**config.mk**
```make
export PLATFORM = sky130hd
export DESIGN_NAME = rf_writeback_flat
export DESIGN_NICKNAME = d
export VERILOG_FILES = /design/src/rtl/rf_wb_pkg.sv /design/src/rtl/rf_writeback_if.sv /design/src/rtl/wb_fifo.sv /design/src/rtl/rf_writeback.sv /design/src/flat_wrapper.sv
export SDC_FILE = /design/constraint.sdc
export NUM_CORES = 1
export LEC_CHECK = 0
export CAP_MARGIN = 20
export CORE_ASPECT_RATIO = 0.9
export CORE_MARGIN = 2
export CORE_UTILIZATION = 45
export CTS_BUF_LIST = sky130_fd_sc_hd__clkbuf_4 sky130_fd_sc_hd__clkbuf_8
export CTS_CLUSTER_DIAMETER = 40
export DETAILED_ROUTE_END_ITERATION = 10
export GPL_TIMING_DRIVEN = 1
export PLACE_DENSITY = 0.78
export RECOVER_POWER = 25
export SKIP_CTS_REPAIR_TIMING = 1
export SYNTH_ARGS = -nofsm -noshare
export SYNTH_HDL_FRONTEND = slang
export SYNTH_HIERARCHICAL = 1
export SYNTH_SLANG_ARGS = --single-unit
export TNS_END_PERCENT = 50
```
**constraint.sdc**
```tcl
create_clock -name clk_i -period 7.6 [get_ports clk_i]
set_input_delay 2.28 -clock clk_i [delete_from_list [all_inputs] [get_ports clk_i]]
set_output_delay 2.28 -clock clk_i [all_outputs]
set_load 0.02 [all_outputs]
```
**src/rtl/rf_wb_pkg.sv**
```systemverilog
`default_nettype none
// ============================================================================
// Module  : rf_wb_pkg
// Brief   : Shared types and defaults for the register-file write-back path.
// Revision: 1.0 - initial release
// ============================================================================
package rf_wb_pkg;

  localparam int ADW_DEF = 5;
  localparam int DPW_DEF = 32;

  // One buffered write: destination register and the data to store there.
  typedef struct packed {
    logic [ADW_DEF-1:0] rd;
    logic [DPW_DEF-1:0] wd;
  } wb_entry_t;

  // Producer identity; LSU wins arbitration.
  typedef enum logic {
    SRC_ALU = 1'b0,
    SRC_LSU = 1'b1
  } wb_src_e;

endpackage : rf_wb_pkg
`default_nettype wire

```
**src/rtl/rf_writeback_if.sv**
```systemverilog
`default_nettype none
// ============================================================================
// Module  : rf_writeback_if
// Brief   : Producer handshakes, register-file write port and hazard query
//           bundle for rf_writeback.
// Revision: 1.0 - initial release
// ============================================================================
interface rf_writeback_if
  import rf_wb_pkg::*;
#(
  parameter int ADW   = ADW_DEF,
  parameter int DPW   = DPW_DEF,
  parameter int DEPTH = 4
) ();

  // ALU producer
  logic                       alu_valid_i;
  logic                       alu_ready_o;
  logic [ADW-1:0]             alu_rd_i;
  logic [DPW-1:0]             alu_wd_i;
  // LSU producer
  logic                       lsu_valid_i;
  logic                       lsu_ready_o;
  logic [ADW-1:0]             lsu_rd_i;
  logic [DPW-1:0]             lsu_wd_i;
  // Register file write port
  logic                       we_o;
  logic [ADW-1:0]             addr_3_o;
  logic [DPW-1:0]             wd_3_o;
  // Hazard query
  logic [ADW-1:0]             rs1_i;
  logic [ADW-1:0]             rs2_i;
  logic                       rs1_pend_o;
  logic                       rs2_pend_o;
  // Status
  logic [$clog2(DEPTH+1)-1:0] count_o;
  logic                       empty_o;

  // Producer / issue side
  modport master (
    output alu_valid_i, alu_rd_i, alu_wd_i,
    output lsu_valid_i, lsu_rd_i, lsu_wd_i,
    output rs1_i, rs2_i,
    input  alu_ready_o, lsu_ready_o,
    input  we_o, addr_3_o, wd_3_o,
    input  rs1_pend_o, rs2_pend_o, count_o, empty_o
  );

  // Write-back block side
  modport slave (
    input  alu_valid_i, alu_rd_i, alu_wd_i,
    input  lsu_valid_i, lsu_rd_i, lsu_wd_i,
    input  rs1_i, rs2_i,
    output alu_ready_o, lsu_ready_o,
    output we_o, addr_3_o, wd_3_o,
    output rs1_pend_o, rs2_pend_o, count_o, empty_o
  );

endinterface : rf_writeback_if
`default_nettype wire

```
**src/rtl/wb_fifo.sv**
```systemverilog
`default_nettype none
// ============================================================================
// Module  : wb_fifo
// Brief   : Synchronous in-order FIFO of write-back entries. Exposes per-slot
//           valid bits and destination registers for hazard comparison.
// Revision: 1.0 - initial release
// ============================================================================
module wb_fifo
  import rf_wb_pkg::*;
#(
  parameter int  DEPTH   = 4,
  parameter int  ADW     = ADW_DEF,
  parameter type ENTRY_T = wb_entry_t
) (
  input  logic                       clk_i,
  input  logic                       rst_i,
  input  logic                       push_i,
  input  ENTRY_T                     push_data_i,
  input  logic                       pop_i,
  output ENTRY_T                     head_o,
  output logic                       full_o,
  output logic                       empty_o,
  output logic [$clog2(DEPTH+1)-1:0] count_o,
  output logic [DEPTH-1:0]           ent_valid_o,
  output logic [ADW-1:0]             ent_rd_o [DEPTH]
);

  localparam int PW = $clog2(DEPTH);
  localparam int CW = $clog2(DEPTH+1);

  ENTRY_T          mem_q [DEPTH];
  ENTRY_T          mem_d [DEPTH];
  logic [PW-1:0]   wr_ptr_q, wr_ptr_d;
  logic [PW-1:0]   rd_ptr_q, rd_ptr_d;
  logic [CW-1:0]   count_q, count_d;
  logic [DEPTH-1:0] vld_q, vld_d;
  logic            do_push, do_pop;

  assign full_o      = (count_q == CW'(DEPTH));
  assign empty_o     = (count_q == '0);
  assign count_o     = count_q;
  assign ent_valid_o = vld_q;
  assign head_o      = mem_q[rd_ptr_q];

  // Slot destination registers for the pending-write compare
  always_comb begin
    for (int i = 0; i < DEPTH; i++) begin
      ent_rd_o[i] = mem_q[i].rd;
    end
  end

  // Next-state: pointers wrap naturally since DEPTH is a power of two
  always_comb begin
    do_push  = push_i && !full_o;
    do_pop   = pop_i && !empty_o;
    mem_d    = mem_q;
    wr_ptr_d = wr_ptr_q;
    rd_ptr_d = rd_ptr_q;
    count_d  = count_q;
    vld_d    = vld_q;
    if (do_pop) begin
      rd_ptr_d        = rd_ptr_q + 1'b1;
      vld_d[rd_ptr_q] = 1'b0;
    end
    if (do_push) begin
      mem_d[wr_ptr_q] = push_data_i;
      wr_ptr_d        = wr_ptr_q + 1'b1;
      vld_d[wr_ptr_q] = 1'b1;
    end
    unique case ({do_push, do_pop})
      2'b10:   count_d = count_q + 1'b1;
      2'b01:   count_d = count_q - 1'b1;
      default: count_d = count_q;
    endcase
  end

  // Control state register; reset empties the queue
  always_ff @(posedge clk_i) begin
    if (rst_i) begin
      wr_ptr_q <= '0;
      rd_ptr_q <= '0;
      count_q  <= '0;
      vld_q    <= '0;
    end else begin
      wr_ptr_q <= wr_ptr_d;
      rd_ptr_q <= rd_ptr_d;
      count_q  <= count_d;
      vld_q    <= vld_d;
    end
  end

  // Entry storage; contents are qualified by vld_q so no reset is needed
  always_ff @(posedge clk_i) begin
    mem_q <= mem_d;
  end

endmodule : wb_fifo
`default_nettype wire

```
**src/rtl/rf_writeback.sv**
```systemverilog
`default_nettype none
// ============================================================================
// Module  : rf_writeback
// Brief   : Register-file write-side front end. Arbitrates ALU/LSU results
//           (LSU priority), drops x0 writes, buffers in order and drains one
//           write per clock through a registered output stage. Reports
//           pending writes for two hazard query registers.
// Revision: 1.0 - initial release
// ============================================================================
module rf_writeback
  import rf_wb_pkg::*;
#(
  parameter int ADW   = ADW_DEF,
  parameter int DPW   = DPW_DEF,
  parameter int DEPTH = 4
) (
  input  logic           clk_i,
  input  logic           rst_i,
  rf_writeback_if.slave  bus
);

  localparam int CW = $clog2(DEPTH+1);

  typedef struct packed {
    logic [ADW-1:0] rd;
    logic [DPW-1:0] wd;
  } entry_t;

  wb_src_e          src_sel;
  entry_t           in_entry;
  logic             full;
  logic             hs;
  logic             enq;
  logic [CW-1:0]    count;

  entry_t           fifo_head;
  logic             fifo_full, fifo_empty;
  logic             fifo_push, fifo_pop;
  logic [CW-1:0]    fifo_count;
  logic [DEPTH-1:0] ent_valid;
  logic [ADW-1:0]   ent_rd [DEPTH];

  logic             we_q, we_d;
  entry_t           out_q, out_d;

  logic             rs1_hit, rs2_hit;

  // Occupancy covers the buffered entries plus the one on the output stage
  assign count = fifo_count + CW'(we_q);
  assign full  = (count == CW'(DEPTH));

  // Fixed-priority arbitration and x0 filter; ready never looks at alu_valid_i
  always_comb begin
    bus.lsu_ready_o = !full;
    bus.alu_ready_o = !full && !bus.lsu_valid_i;
    src_sel         = bus.lsu_valid_i ? SRC_LSU : SRC_ALU;
    in_entry.rd     = bus.alu_rd_i;
    in_entry.wd     = bus.alu_wd_i;
    hs              = 1'b0;
    unique case (src_sel)
      SRC_LSU: begin
        in_entry.rd = bus.lsu_rd_i;
        in_entry.wd = bus.lsu_wd_i;
        hs          = bus.lsu_valid_i && !full;
      end
      default: begin
        hs          = bus.alu_valid_i && !full;
      end
    endcase
    enq = hs && (in_entry.rd != '0);
  end

  wb_fifo #(
    .DEPTH   (DEPTH),
    .ADW     (ADW),
    .ENTRY_T (entry_t)
  ) u_fifo (
    .clk_i       (clk_i),
    .rst_i       (rst_i),
    .push_i      (fifo_push),
    .push_data_i (in_entry),
    .pop_i       (fifo_pop),
    .head_o      (fifo_head),
    .full_o      (fifo_full),
    .empty_o     (fifo_empty),
    .count_o     (fifo_count),
    .ent_valid_o (ent_valid),
    .ent_rd_o    (ent_rd)
  );

  // Output stage drains every cycle, so it refills from the FIFO head when
  // entries are waiting, otherwise a new entry bypasses straight into it
  always_comb begin
    fifo_pop  = !fifo_empty;
    fifo_push = enq && !fifo_empty && !fifo_full;
    we_d      = enq || !fifo_empty;
    out_d     = out_q;
    if (!fifo_empty) begin
      out_d = fifo_head;
    end else if (enq) begin
      out_d = in_entry;
    end
  end

  // Output register; address/data hold their last value when idle
  always_ff @(posedge clk_i) begin
    if (rst_i) begin
      we_q  <= 1'b0;
      out_q <= '0;
    end else begin
      we_q  <= we_d;
      out_q <= out_d;
    end
  end

  // Pending-write compare against buffered slots and the output stage
  always_comb begin
    rs1_hit = we_q && (out_q.rd == bus.rs1_i);
    rs2_hit = we_q && (out_q.rd == bus.rs2_i);
    for (int i = 0; i < DEPTH; i++) begin
      if (ent_valid[i] && (ent_rd[i] == bus.rs1_i)) rs1_hit = 1'b1;
      if (ent_valid[i] && (ent_rd[i] == bus.rs2_i)) rs2_hit = 1'b1;
    end
    bus.rs1_pend_o = rs1_hit && (bus.rs1_i != '0);
    bus.rs2_pend_o = rs2_hit && (bus.rs2_i != '0);
  end

  assign bus.we_o     = we_q;
  assign bus.addr_3_o = out_q.rd;
  assign bus.wd_3_o   = out_q.wd;
  assign bus.count_o  = count;
  assign bus.empty_o  = (count == '0);

endmodule : rf_writeback
`default_nettype wire

```
**src/flat_wrapper.sv**
```systemverilog
// flat-port wrapper written by rule: the top's interface ports become plain ports
module rf_writeback_flat import rf_wb_pkg::*;
#(
  parameter int ADW   = ADW_DEF,
  parameter int DPW   = DPW_DEF,
  parameter int DEPTH = 4
)
  (clk_i, rst_i, bus_alu_valid_i, bus_alu_rd_i, bus_alu_wd_i, bus_lsu_valid_i, bus_lsu_rd_i, bus_lsu_wd_i, bus_rs1_i, bus_rs2_i, bus_alu_ready_o, bus_lsu_ready_o, bus_we_o, bus_addr_3_o, bus_wd_3_o, bus_rs1_pend_o, bus_rs2_pend_o, bus_count_o, bus_empty_o);
  rf_writeback_if #(.ADW(ADW), .DPW(DPW), .DEPTH(DEPTH)) bus_i ();
  input  logic clk_i;
  input  logic rst_i;
  input wire logic [$bits(bus_i.alu_valid_i)-1:0] bus_alu_valid_i;
  input wire logic [$bits(bus_i.alu_rd_i)-1:0] bus_alu_rd_i;
  input wire logic [$bits(bus_i.alu_wd_i)-1:0] bus_alu_wd_i;
  input wire logic [$bits(bus_i.lsu_valid_i)-1:0] bus_lsu_valid_i;
  input wire logic [$bits(bus_i.lsu_rd_i)-1:0] bus_lsu_rd_i;
  input wire logic [$bits(bus_i.lsu_wd_i)-1:0] bus_lsu_wd_i;
  input wire logic [$bits(bus_i.rs1_i)-1:0] bus_rs1_i;
  input wire logic [$bits(bus_i.rs2_i)-1:0] bus_rs2_i;
  output wire logic [$bits(bus_i.alu_ready_o)-1:0] bus_alu_ready_o;
  output wire logic [$bits(bus_i.lsu_ready_o)-1:0] bus_lsu_ready_o;
  output wire logic [$bits(bus_i.we_o)-1:0] bus_we_o;
  output wire logic [$bits(bus_i.addr_3_o)-1:0] bus_addr_3_o;
  output wire logic [$bits(bus_i.wd_3_o)-1:0] bus_wd_3_o;
  output wire logic [$bits(bus_i.rs1_pend_o)-1:0] bus_rs1_pend_o;
  output wire logic [$bits(bus_i.rs2_pend_o)-1:0] bus_rs2_pend_o;
  output wire logic [$bits(bus_i.count_o)-1:0] bus_count_o;
  output wire logic [$bits(bus_i.empty_o)-1:0] bus_empty_o;
  assign bus_i.alu_valid_i = bus_alu_valid_i;
  assign bus_i.alu_rd_i = bus_alu_rd_i;
  assign bus_i.alu_wd_i = bus_alu_wd_i;
  assign bus_i.lsu_valid_i = bus_lsu_valid_i;
  assign bus_i.lsu_rd_i = bus_lsu_rd_i;
  assign bus_i.lsu_wd_i = bus_lsu_wd_i;
  assign bus_i.rs1_i = bus_rs1_i;
  assign bus_i.rs2_i = bus_rs2_i;
  assign bus_alu_ready_o = bus_i.alu_ready_o;
  assign bus_lsu_ready_o = bus_i.lsu_ready_o;
  assign bus_we_o = bus_i.we_o;
  assign bus_addr_3_o = bus_i.addr_3_o;
  assign bus_wd_3_o = bus_i.wd_3_o;
  assign bus_rs1_pend_o = bus_i.rs1_pend_o;
  assign bus_rs2_pend_o = bus_i.rs2_pend_o;
  assign bus_count_o = bus_i.count_o;
  assign bus_empty_o = bus_i.empty_o;
  rf_writeback #(.ADW(ADW), .DPW(DPW), .DEPTH(DEPTH)) u_core (.clk_i(clk_i), .rst_i(rst_i), .bus(bus_i));
endmodule
```
==> impl_metrics.env, run 1 <==
export IMPL_cts_buffer_depth=2
export IMPL_ys_flop_type="edfxtp_1"
export IMPL_multi_input_area_sq_um=3020
export IMPL_crit_type="primary input to output pin"
export IMPL_cp_start_kind="primary input"
export IMPL_grt_max_degree=52
export IMPL_final_core_util=0.552
export IMPL_grt_pass1_vias=5434
export IMPL_grt_pass1_wl_mm=30.7
export IMPL_synthTopCellsByArea="edfxtp_1 50%, dfxtp_1 11%, mux4_2 9.4%, o221a_1 4.6%, xor2_1 4.3%"
export IMPL_endpoint_kind="output pin"
export IMPL_power_leakage_nw=3.53
export IMPL_via_count=5398
export IMPL_postRouteAntennaNets=0
export IMPL_register_area_sq_um=5430
export IMPL_path_max_fanout=6
export IMPL_syn_inst=603
export IMPL_post_route_drc_count=0
export IMPL_violations="max-capacitance violations, max-slew violations"
export IMPL_fin_area_sq_um=10600
export IMPL_setup_viol_count_final=0
export IMPL_yosysTopAreaCellShare=0.502
export IMPL_synth_seq_area_share=0.613
export IMPL_diodes=0
export IMPL_syn_to_final_growth_pct=19.8
export IMPL_io_buffers=133
export IMPL_fin_crit_sh=0.878
export IMPL_nNetsFinal=804
export IMPL_antenna_found_initial=0
export IMPL_drive_gt1_frac=0.127
export IMPL_initial_core_util=0.460
export IMPL_rsz0062_at_grt="false"
export IMPL_slew_violations=52
export IMPL_yosys_area_top_type="edfxtp_1"
export IMPL_cts_reportedPaths_clkPinSlew_ps=90
export IMPL_fp_dieW_um=152
export IMPL_placed_area_sq_um=10200
export IMPL_netlist_top_cells_count="148 x edfxtp_1, 82 x nor2_1, 49 x dfxtp_1"
export IMPL_syn_area_per_cell_sq_um=14.7
export IMPL_drv_cap=1
export IMPL_setup_tns_ps=0
export IMPL_timing_slew_headroom=-0.714
export IMPL_h_tree_depth=4
export IMPL_ff2ff_path_depth=14
export IMPL_layout_min_cycle_time_ps=6680
export IMPL_fillers=1554
export IMPL_core_area_sq_um=19200
export IMPL_finalWeightedCongestion=0.810
export IMPL_synth_cell_types=37
export IMPL_hold_depth=1
export IMPL_worstSkewPairLatency_ps=460
export IMPL_hold_viol=0
export IMPL_ys_ff_latch=197
export IMPL_synth_edf_count=148
export IMPL_cts_num_sinks=197
export IMPL_die_area_sq_um=20800
export IMPL_skew_ps=11.1
export IMPL_synth_most_common_cell="edfxtp_1"
export IMPL_ir_worst_vdd_mv=0.115
export IMPL_drt_iter0_drc=386
export IMPL_fp_row_count=48
export IMPL_worstHoldPathType="flip-flop to flip-flop"
export IMPL_worstPathRequired_ps=5320
export IMPL_p_per_area_nw_per_um2=193
export IMPL_tightest_slew_ps=2570
export IMPL_async_reset_ff_frac=0
export IMPL_fmaxAchievable_ghz=0.150
export IMPL_dr_pass1_iters=4
export IMPL_crit_arrival_ps=4400
export IMPL_postRouteWirelength_mm=19.9
export IMPL_cts_root_buffer="clkbuf_8"
export IMPL_vias_per_cell=5.58
export IMPL_synth_area_sq_um=8850
export IMPL_wl_per_cell_um=20.6
export IMPL_grt_usage=0.192
export IMPL_cts_buffers=17
export IMPL_overflow=0
export IMPL_pin_count=134
export IMPL_status="complete, but fails checks"
export IMPL_dieHeight_um=137
export IMPL_dp_hpwl_mm=12.8
export IMPL_yosysWarnings=6
export IMPL_synth_fp_nets=703
export IMPL_cts_tree="done"
==> routing by layer <==
metal,part of all wire,vias up,wire [um],global-route usage
met1,0.45,2748,9030,0.267
met5,0,-,0,0
met4,0.012,0,247,0.0556
met2,0.48,190,9510,0.309
li1,-,2438,-,-
met3,0.055,22,1100,0.0405
==> kinds of logic (layout without fill, tap and decap cells) <==
kind of cell | count (synthesis) | count (layout) | synth area share
flip-flops | 197 | 197 | 0.613
AND/OR/NAND/NOR | 126 | 126 | 0.0628
buffers and inverters | 80 | 194 | 0.0468
multiplexers | 77 | 77 | 0.145
AO/OA/AOI/OAI | 57 | 57 | 0.0609
XOR/XNOR | 54 | 54 | 0.0534
adder cells (fa/ha/maj) | 12 | 12 | 0.0178
==> sequential cells by signal, indices dropped and copies added (netlist names) <==
register and count:
u_core/bus.addr_3_o 5, u_core/bus.wd_3_o 32, u_core/bus.we_o 1, u_core/u_fifo/count_o 3, u_core/u_fifo/ent_rd_o 20, u_core/u_fifo/ent_valid_o 4
u_core/u_fifo/mem_q 128, u_core/u_fifo/rd_ptr_q 2, u_core/u_fifo/wr_ptr_q 2
==> cell usage in the layout, fill, tap and decap left out, types with 5 or more instances in the layout <==
cell	instances
o221a_1	36
nor4_1	11
mux2_1	30
buf_4	9
dfxtp_1	47
edfxtp_1	148
nand3_1	16
nor2_1	82
inv_1	16
xnor2_1	11
mux2_2	7
ha_1	11
o21ai_0	6
a21oi_1	8
clkbuf_8	17
xor2_1	43
clkdlybuf4s50_1	131
mux4_2	37
clkinv_1	5
==> final timing paths <==
path | end | from | slack, ps
setup reg to reg | u_core/u_fifo/count_o[2] | u_core/u_fifo/count_o[0] | 4320
setup / recovery | bus_rs2_pend_o | bus_rs2_i[4] | 920
hold reg to reg | u_core/bus.wd_3_o[25] | u_core/bus.wd_3_o[25] | 530
hold / removal | u_core/bus.wd_3_o[25] | u_core/bus.wd_3_o[25] | 530
==> stage by stage <==
stage	instances	hold WS (ps)	setup slack [ps]	power [mW]
6_report	967	535	925	2.05
5_1_grt	967	554	796	2.12
4_1_cts	967	536	926	2.07
3_5_place_dp	935	509	936	1.43
3_3_place_gp	935	496	967	1.42
2_1_floorplan	603	467	2000	1.32
==> critical path, cell delays in order <==
cell and delay [ps]:
clkdlybuf4s50_1 590, xor2_1 220, nor4_1 330, nand3_1 110, nand2_1 110, o22a_1 150
clkdlybuf4s50_1 600
==> layout make-up <==
class                   instances  share of cell area
flip-flops and latches        197               0.512
multi-input cells             326               0.284
repair buffers                142               0.131
well taps                     250              0.0295
clock buffers                  19              0.0235
clock inverters                13              0.0127
inverters                      20             0.00708
==> power breakdown <==
group	total [mW]	switching (mW)	leakage [nW]	internal (mW)
sequential	1.19	0.0141	1.74	1.18
combinational	0.209	0.101	1.60	0.108
clock	0.652	0.354	0.186	0.298
Power figures use the tool's default switching activity.
==> inputs of run 2 (changes only) <==
Settings changed: CORE_UTILIZATION 45 to 53, PLACE_DENSITY 0.78 to 0.89, SETUP_SLACK_MARGIN set to 0.15.
==> run 2 against run 1 <==
The flow still finishes with violations (max-capacitance violations, max-slew violations). Die area is 15% lower. Global-route usage is 4.9 points higher. Highest routed layer unchanged. Sequential power hardly changed.
==> impl_metrics.env, run 2 (same netlist as run 1, synthesis figures left out) <==
export IMPL_status="complete, but fails checks"
export IMPL_violations="max-capacitance violations, max-slew violations"
export IMPL_ff2ff_path_depth=14
export IMPL_antenna_found_initial=0
export IMPL_ff2ff_setup_slack_ps=4120
export IMPL_worstSkewPairLatency_ps=460
export IMPL_drt_iter0_drc=509
export IMPL_diodes=0
export IMPL_p_int_mw=1.64
export IMPL_cts_reportedPaths_clkPinSlew_ps=90
export IMPL_cts_tree="done"
export IMPL_path_max_fanout=6
export IMPL_finalWeightedCongestion=0.877
export IMPL_final_common_cell="edfxtp_1"
export IMPL_final_core_util=0.649
export IMPL_grt_pass1_wl_mm=32.4
export IMPL_p_per_area_nw_per_um2=198
export IMPL_worstPathRequired_ps=5320
export IMPL_rr_startpoint="u_core/bus.we_o"
export IMPL_wl_per_cell_um=22.1
export IMPL_worstHoldStart="u_core/bus.wd_3_o[9]"
export IMPL_cts_root_buffer="clkbuf_8"
export IMPL_drv_cap=2
export IMPL_setup_viol_count_final=0
export IMPL_dr_pass1_iters=7
export IMPL_fp_dieW_um=140
export IMPL_fp_row_count=44
export IMPL_die_area_sq_um=17700
export IMPL_crit_arrival_ps=4360
export IMPL_post_route_drc_count=0
export IMPL_syn_to_final_growth_pct=19.1
export IMPL_worst_slack_ps=956
export IMPL_cp_startpoint="bus_rs2_i[3]"
export IMPL_overflow=0
export IMPL_cts_buffer_depth=2
export IMPL_io_buffers=133
export IMPL_p_seq_frac=0.570
export IMPL_tightest_slew_ps=2520
export IMPL_place_ws_ps=964
export IMPL_grt_max_degree=52
export IMPL_cpMaxStageDelayCell="clkdlybuf4s50_1"
export IMPL_p_sw_frac=0.217
export IMPL_dieHeight_um=127
export IMPL_endpoint_kind="output pin"
export IMPL_layout_min_cycle_time_ps=6640
export IMPL_fillers=1105
export IMPL_cts_buffers=17
export IMPL_ir_worst_vdd_mv=0.111
export IMPL_worstPathCellList="clkdlybuf4s50_1, xor2_1, nor4_1, nand3_1, nand3_1, o22a_1, clkdlybuf4s50_1"
export IMPL_skew_ps=9.38
export IMPL_power_switching_mw=0.454
export IMPL_dp_hpwl_mm=13.2
export IMPL_power_leakage_nw=3.54
export IMPL_regMostFlops="u_core/u_fifo/mem_q"
export IMPL_pwr_share_comb=0.100
export IMPL_hold_viol=0
export IMPL_timing_slew_headroom=-0.680
export IMPL_drive_gt1_frac=0.126
export IMPL_fin_crit_sh=0.874
export IMPL_fmaxAchievable_ghz=0.151
export IMPL_slew_violations=93
export IMPL_postRouteWirelength_mm=20.3
export IMPL_rsz0062_at_grt="false"
export IMPL_rr_endpoint="u_core/u_fifo/count_o[2]"
export IMPL_multi_input_area_sq_um=3020
export IMPL_crit_type="primary input to output pin"
export IMPL_register_area_sq_um=5430
export IMPL_worstHoldPathType="flip-flop to flip-flop"
export IMPL_cts_num_sinks=197
export IMPL_vias_per_cell=6.01
export IMPL_power_frac_clock=0.330
export IMPL_nNetsFinal=800
export IMPL_cp_start_kind="primary input"
export IMPL_initial_core_util=0.545
export IMPL_largest_reg_flops=128
export IMPL_cp_endpoint="bus_rs2_pend_o"
export IMPL_setup_tns_ps=0
export IMPL_cpPeakStageDelay_ps=610
export IMPL_pin_count=134
export IMPL_via_count=5530
export IMPL_final_cell_mix="148 x edfxtp_1, 131 x clkdlybuf4s50_1, 82 x nor2_1"
export IMPL_grt_usage=0.241
export IMPL_core_area_sq_um=16200
export IMPL_grt_pass1_vias=5783
export IMPL_h_tree_depth=4
export IMPL_postRouteAntennaNets=0
run 2: how the worst min path moves through the flow:
stage          depth (start not counted)                            to  slack [ps]
5_1_grt                                1          u_core/bus.wd_3_o[9]         550
3_3_place_gp                           2     u_core/u_fifo/wr_ptr_q[1]         490
4_1_cts                                2  u_core/u_fifo/ent_valid_o[2]         530
6_report                               1          u_core/bus.wd_3_o[9]         540
2_1_floorplan                          2  u_core/u_fifo/ent_valid_o[0]         470
3_5_place_dp                           1         u_core/bus.wd_3_o[23]         500
run 2: layout make-up:
cell class	instances	share of cell area
timing repair buffer	138	0.128
sequential	197	0.515
clock buffer	23	0.0271
tap	207	0.0246
multi-input combinational	326	0.286
clock inverter	9	0.0122
inverter	20	0.00712
run 2: per-layer routing:
layer  wire length (um)  part of all wire  vias to the layer above  track usage
li1                   -                 -                     2434            -
met5                  0                 0                        -            0
met2              10000              0.49                      275        0.399
met1               8560              0.42                     2795        0.332
met4                246             0.012                        0       0.0624
met3               1490             0.073                       26       0.0476
run 2: power by group through the flow:
stage               combinational, mW  clock (mW)  sequential [mW]
CTS                             0.212       0.699             1.19
global route                    0.224       0.737             1.19
floorplan                      0.0842           0             1.23
global placement                0.204           0             1.22
detailed placement              0.211           0             1.22
finish                          0.209       0.689             1.19
run 2: metrics by stage:
step	hold slack, ps	cells	area, sq um	power [mW]
floorplan	467	603	8850	1.32
global placement	495	888	10100	1.42
detailed placement	504	888	10100	1.43
CTS	534	920	10600	2.10
global route	552	920	10500	2.16
finish	537	920	10500	2.09
run 2: worst max-delay path: cells and delay by family:
kind | cells | cell delay [ps]
simple gates | 3 | 520
buf+inv | 2 | 1200
compound gates | 1 | 140
xor+xnor | 1 | 230
